==> src/rtl/fetch_ctrl.sv <==
// fetch_ctrl: instruction-fetch controller with PC, credit-based issue, fetch FIFO and redirect/fault handling
module fetch_ctrl #(
    parameter logic [31:0] RESET_PC   = 32'h0000_0000,
    parameter int          IMEM_WORDS = 256,
    parameter int          FIFO_DEPTH = 2
) (
    input  logic        clk,
    input  logic        rst_n,
    output logic        imem_req,
    output logic [31:0] imem_addr,
    input  logic [31:0] imem_rdata,
    input  logic        redirect_valid,
    input  logic [31:0] redirect_pc,
    output logic        out_valid,
    input  logic        out_ready,
    output logic [31:0] out_instr,
    output logic [31:0] out_pc,
    output logic        fetch_fault
);
    localparam int PW = $clog2(FIFO_DEPTH);
    localparam int CW = PW + 1;

    typedef enum logic [1:0] {BOOT, FETCH, FAULT} state_t;

    state_t        state_q, state_d;
    logic [31:0]   pc_q, pc_d;
    logic [31:0]   req_pc_q;
    logic          inflight_q, inflight_d;
    logic          drop_q, drop_d;
    logic          fault_q, fault_d;
    logic [31:0]   instr_mem_q [FIFO_DEPTH];
    logic [31:0]   pc_mem_q [FIFO_DEPTH];
    logic [PW-1:0] rd_q, wr_q;
    logic [CW-1:0] count_q;
    logic [31:0]   occ;
    logic          redirect, pop, push, credit, issue;

    function automatic logic legal(input logic [31:0] a);
        return a[1:0] == 2'b00 && a < 32'(IMEM_WORDS * 4);
    endfunction

    assign redirect    = redirect_valid && state_q != BOOT;
    assign out_valid   = count_q != '0;
    assign pop         = out_valid && out_ready && !redirect;
    assign push        = inflight_q && !drop_q && !redirect;
    assign occ         = 32'(count_q) + 32'(inflight_q);
    assign credit      = occ < 32'(FIFO_DEPTH) + 32'(out_valid && out_ready);
    assign imem_req    = issue;
    assign imem_addr   = pc_q;
    assign out_instr   = out_valid ? instr_mem_q[rd_q] : 32'h0;
    assign out_pc      = out_valid ? pc_mem_q[rd_q] : 32'h0;
    assign fetch_fault = fault_q;

    // next-state: redirect wins, BOOT lasts one cycle, FETCH issues while credit remains and PC is legal
    always_comb begin
        state_d    = state_q;
        pc_d       = pc_q;
        fault_d    = fault_q;
        issue      = 1'b0;
        inflight_d = 1'b0;
        drop_d     = 1'b0;
        if (redirect) begin
            pc_d    = redirect_pc;
            fault_d = !legal(redirect_pc);
            state_d = legal(redirect_pc) ? FETCH : FAULT;
            drop_d  = inflight_q;
        end else if (state_q == BOOT) begin
            state_d = FETCH;
        end else if (state_q == FETCH && credit) begin
            if (legal(pc_q)) begin
                issue      = 1'b1;
                pc_d       = pc_q + 32'd4;
                inflight_d = 1'b1;
            end else begin
                fault_d = 1'b1;
                state_d = FAULT;
            end
        end
    end

    // control registers and FIFO pointers; redirect flushes the buffer
    always_ff @(posedge clk or negedge rst_n) begin
        if (!rst_n) begin
            state_q    <= BOOT;
            pc_q       <= RESET_PC;
            req_pc_q   <= 32'h0;
            inflight_q <= 1'b0;
            drop_q     <= 1'b0;
            fault_q    <= 1'b0;
            rd_q       <= '0;
            wr_q       <= '0;
            count_q    <= '0;
        end else begin
            state_q    <= state_d;
            pc_q       <= pc_d;
            req_pc_q   <= issue ? pc_q : req_pc_q;
            inflight_q <= inflight_d;
            drop_q     <= drop_d;
            fault_q    <= fault_d;
            rd_q       <= redirect ? '0 : rd_q + PW'(pop);
            wr_q       <= redirect ? '0 : wr_q + PW'(push);
            count_q    <= redirect ? '0 : count_q + CW'(push) - CW'(pop);
        end
    end

    // FIFO storage; contents need no reset because outputs are gated by out_valid
    always_ff @(posedge clk) begin
        if (push) begin
            instr_mem_q[wr_q] <= imem_rdata;
            pc_mem_q[wr_q]    <= req_pc_q;
        end
    end
endmodule

==> config.mk <==
export PLATFORM = sky130hd
export DESIGN_NAME = fetch_ctrl
export DESIGN_NICKNAME = d
export VERILOG_FILES = /design/src/rtl/fetch_ctrl.sv
export SDC_FILE = /design/constraint.sdc
export NUM_CORES = 1
export LEC_CHECK = 0
export ABC_AREA = 1
export CAP_MARGIN = 20
export CORE_MARGIN = 2
export CORE_UTILIZATION = 53
export DETAILED_ROUTE_END_ITERATION = 12
export GPL_TIMING_DRIVEN = 0
export PLACE_DENSITY = 0.89
export SLEW_MARGIN = 40
export SYNTH_ARGS = -nofsm -noshare
export SYNTH_HDL_FRONTEND = slang
export SYNTH_SLANG_ARGS = --single-unit
==> constraint.sdc <==
create_clock -name clk -period 8.3 [get_ports clk]
set_input_delay 0.83 -clock clk [delete_from_list [all_inputs] [get_ports clk]]
set_output_delay 0.83 -clock clk [all_outputs]
set_load 0.02 [all_outputs]
* After elaboration in Yosys (flattened, before gate mapping)
Memories as Yosys holds them, arrays and structs flattened.
Cells that the tools add are included.
** Storage, ports and cells
- Bits in registers :: 73
- Memory bits (writable) :: 128
- Input port bits :: 68
- Output and inout port bits :: 99
- Logic and storage cells :: 72
- Memories kept :: 2
** Cells by class
- Add/sub/neg operators :: 7
- Order comparisons :: 3
- Eq/ne operators :: 4
- Multiplexer cells :: 25
- Reductions and logical operators :: 22
** Memories
- instr_mem_q :: depth 2, bits a word 32, read ports 1, clocked after memory_dff 0, write ports 1, line 31 : logic [31:0] instr_mem_q [FIFO_DEPTH];
- pc_mem_q :: depth 2, bits a word 32, read ports 1, clocked after memory_dff 0, write ports 1, line 32 : logic [31:0] pc_mem_q [FIFO_DEPTH];
** Operators with widths (count)
- $mux W32 :: 6
- $lt A32 B11 Y1 const B :: 2
- $add A32 B3 Y32 const B :: 1
- $mux W1 :: 13
- $mux W2 :: 6
- $logic_and A1 B1 Y1 :: 8
- $reduce_bool A2 Y1 :: 4
- $logic_not A2 Y1 :: 3
- $reduce_and A3 Y1 :: 2
- $ne A2 B2 Y1 const B :: 2
- $add A2 B1 Y3 :: 1
- $add A2 B1 Y3 const A :: 1
- $logic_not A1 Y1 :: 3
- $lt A3 B3 Y1 :: 1
- $ne A3 B3 Y1 const B :: 1
- $reduce_bool A3 Y1 :: 1
- $add A1 B1 Y1 :: 2
- $add A2 B1 Y2 :: 1
- $eq A2 B1 Y1 const B :: 1
- $reduce_and A2 Y1 :: 1
- $sub A2 B1 Y2 :: 1

* Longest topological paths before layout
- Word-level depth :: 8
- Depth in mapped cells :: 11
- Gate-level depth less buffers :: 10

* Worst setup path before layout
OpenSTA, ideal clock, no wires.
- Path type :: in2reg
- Start point :: input redirect_valid
- End point :: memory instr_mem_q[1][0], enable pin
- Setup time :: 429 ps
- Arrival :: 3028 ps
- Required time :: 7871 ps
- Path slack :: 4843 ps
- Cell stages on the path :: 5
- Path buffers :: 1
- Cells stage by stage :: o21ai_4 > inv_1 > buf_2 > nor3_1 > ha_1
** Between the ends
- Longest elaborated chain between the ends :: 5
** RTL lines
- start, declared :: line 12 : input logic redirect_valid,
- $logic_and A1 B1 Y1 :: line 42 : assign redirect = redirect_valid && state_q != BOOT;
- $logic_not A1 Y1 :: line 45 : assign push = inflight_q && !drop_q && !redirect;
- $logic_and A1 B1 Y1 :: line 45
- $mux W1 :: line 108 : if (push) begin
- $mux W1 (not written as such) :: line 109 : instr_mem_q[wr_q] <= imem_rdata;
- end, declared :: line 31
Every way passes these cells.

* Worst setup path after layout
- Start point :: register rd_q
- End point :: output out_pc[20]
** Between the ends
- Longest elaborated chain between the ends :: 2
** RTL lines
- start, declared :: line 33 : logic [PW-1:0] rd_q, wr_q;
- start signal, assigned :: line 100 : rd_q <= redirect ? '0 : rd_q + PW'(pop);
- $mem_v2 Z2 W32
- $mux W32 :: line 51 : assign out_pc = out_valid ? pc_mem_q[rd_q] : 32'h0;
- end, declared :: line 17 : output logic [31:0] out_pc,
Every way passes these cells.

==> impl_results.md <==
- Seq cells post-synth: between 200 and 250
- Core Box Area: 15,090 um^2
- Yosys top cell area share: 0.4748
- Sequential fraction of the synthesis area: 0.7005
- Met2 Usage GRT: 0.3989
- Gp weighted congestion: 0.8347
- Die H: 127.6 um
- DR iter-0 viols: 333
- Row count: 45
- Antenna violations before repair: 0
- GR Util met1: 0.2663
- Initial DRT Pass Iterations: 5
- VDD IR max: 0.0002168 V
- Synth warn: 0
- Final Max Slew Viols: 0
- Die area: 16,280 um^2
- Crit path DAT: 2.87 ns
- Nets: 1,016
- ANT cells: 0
- Via Count: 5,947
- Setup Skew: 0.01201 ns
- Cell taking the most area after synthesis: edfxtp_1
- I/O Buffers: 166
- Die Wd: about 130 um
- RSZ-0062 raised after global routing: false
- Cts hold-fix bufs: 0
- Crit. End Element: primary output
- Tot GR Track Use: 0.2216
- Cells on worst reg2reg path: 6
- Rel. slew slack: 0.5667
- Core Util, Final: 0.7086
- Max-cap violations: 0
- Final Cycle Share: 0.4464
- Total global routing overflow: 0
- CTS clk-pin slew, worst paths: 0.06 ns
- Distinct cells, synth: 28
- Run status: completed
- Vias in the first global route: roughly 6,000
- First-pass GRT wire length: 28.89 mm
- Initial core utilization: 0.5365
- Lkg Pwr: approximately 0.0044 uW
- Met3 Use GR: 0.05695
- Max Freq: 269.9 MHz
- Final min period: 3.705 ns
- Fillers: 1,010
- Setup TNS: 0 ns
- Num CTS Buffers: 20
- Layout cells sized above 1: 0.06911
- CP Class: flop to primary output
- Critical Path Source Type: flop
- DRC: 0
- Final Hold Viols: 0
- Routed WL per cell: 15.78 um
- Synth-to-Final Area Change: 32.09%
- Clock Latency Late Sink: 0.48 ns
- Clock Path Buffers: 3
- Hold Path Class: input pin to asynchronous set/reset pin
- Post_cts resized: 0
- Setup Buffers After CTS: 0
- Synth Cell Area: 8095 um^2
- Root buffer cell: clkbuf_16
- Post-Synthesis Cells: 750
- Top Ports: approximately 170
- Least-Margin Pin Slew: 0.6451 ns
- DP HPWL: 12.35 mm
- Worst Path Required: 7.47 ns
- Largest net degree at the start of global routing: 39
- Syn Area/Cell: 10.79 um^2
- Antenna viol nets, final: 0
- Pwr Density: around 290 nW/um^2
- Via density: about 5.2
- Net Count, Synth: 825
- CTS HTree Levels: 1
- CTS tree: done
- Total routed wirelength: 18.04 mm
- Dominant cells by area after synthesis: edfxtp_1, dfrtp_1, nand2_1
- Finish-stage setup viols: 0
- GRT busiest layer: met2
- Clock sink count: 201
- CP max FO: 10
[worst max-delay path, cell delays in order, from the launching register on]
cell             delay, ns
dfrtp_1               0.40
inv_1                 0.09
clkbuf_1              0.47
clkbuf_1              0.46
nand2_1               0.10
a21oi_1               0.23
clkdlybuf4s50_1       0.65
[layout make-up]
class / count / area (um^2) / share of cell area
flip-flops and latches: 201 / 5670 / 0.5303
multi-input cells: 470 / 2111 / 0.1974
repair buffers: 169 / 1723 / 0.1611
clock buffers: 27 / 548.0 / 0.05125
well taps: 188 / 235.2 / 0.02200
inverters: 46 / 177.7 / 0.01662
plain buffers: 33 / 161.4 / 0.01509
clock inverters: 9 / 66.31 / 0.006202
[sequential cells by signal (all words and copies together), names as in the netlist]
name,cells
fetch_fault,1
req_pc_q,32
imem_addr,32
inflight_q,1
drop_q,1
instr_mem_q,64
state_q,2
pc_mem_q,64
wr_q,1
rd_q,1
count_q,2
[cell usage after synthesis (all sizes together)]
master / number
a21oi: 66
buf: 15
clkbuf: 18
dfrtp: 73
edfxtp: 128
ha: 7
inv: 46
mux2i: 1
nand2: 278
nand3: 30
nand4: 8
nor2: 69
nor3: 1
o21ai: 4
o21bai: 2
xnor2: 3
xor2: 1
[layout by cell type (no fill, tap or decap), drive strengths merged, types with 8 or more instances in the layout]
cell type,count
nand2,278
inv,46
edfxtp,128
dfrtp,73
buf,19
a21oi,66
clkdlybuf4s50,165
clkbuf,45
nand3,30
nand4,8
nor2,69
[power by group]
group,internal [uW],switching [uW]
clock network,493,349
logic,405,586
registers,1160,104
total,2060,1040
[worst paths after layout]
path | end | slack [ns] | from
hold / removal | imem_addr[22] | 0.24 | rst_n
setup / recovery | out_pc[20] | 4.60 | rd_q
setup reg to reg | instr_mem_q[0][15] | 5.60 | state_q[0]
hold reg to reg | pc_mem_q[1][8] | 0.46 | req_pc_q[8]
max in group asynchronous | req_pc_q[8] | 7.53 | rst_n
min in group clk | pc_mem_q[1][8] | 0.46 | req_pc_q[8]
[per-stage QoR]
step	power [uW]	area (um^2)	setup WS [ns]	hold WS (ns)	std cells
after CTS	3112	10690	4.586	0.2409	1143
after global placement	2235	9992	3.483	0.4474	1104
after global routing	3251	10690	4.460	0.2531	1143
after detailed placement	2265	10080	4.641	0.4522	1107
after floorplan	1793	8095	4.843	0.4421	750
final	3098	10690	4.595	0.2363	1143
[per-layer routing]
metal / wire length [um] / part of all wire / vias to the layer above
li1: - / - / 2842
met1: 7201 / 0.40 / 2810
met2: 8850 / 0.49 / 268
met3: 1720 / 0.095 / 27
met4: 265 / 0.015 / 0
met5: 0 / 0 / -
[kinds of logic (layout without fill, tap and decap cells)]
kind of cell | after synthesis | count (layout) | share of synthesized area
AND/OR/NAND/NOR | 386 | 386 | 0.1947
flip-flops | 201 | 201 | 0.7005
buffers and inverters | 79 | 284 | 0.04188
AO/OA/AOI/OAI | 72 | 72 | 0.04652
adder cells (fa/ha/maj) | 7 | 7 | 0.01082
XOR/XNOR | 4 | 4 | 0.004328
multiplexers | 1 | 1 | 0.001237
No activity file was read; power rests on OpenSTA's default activity.
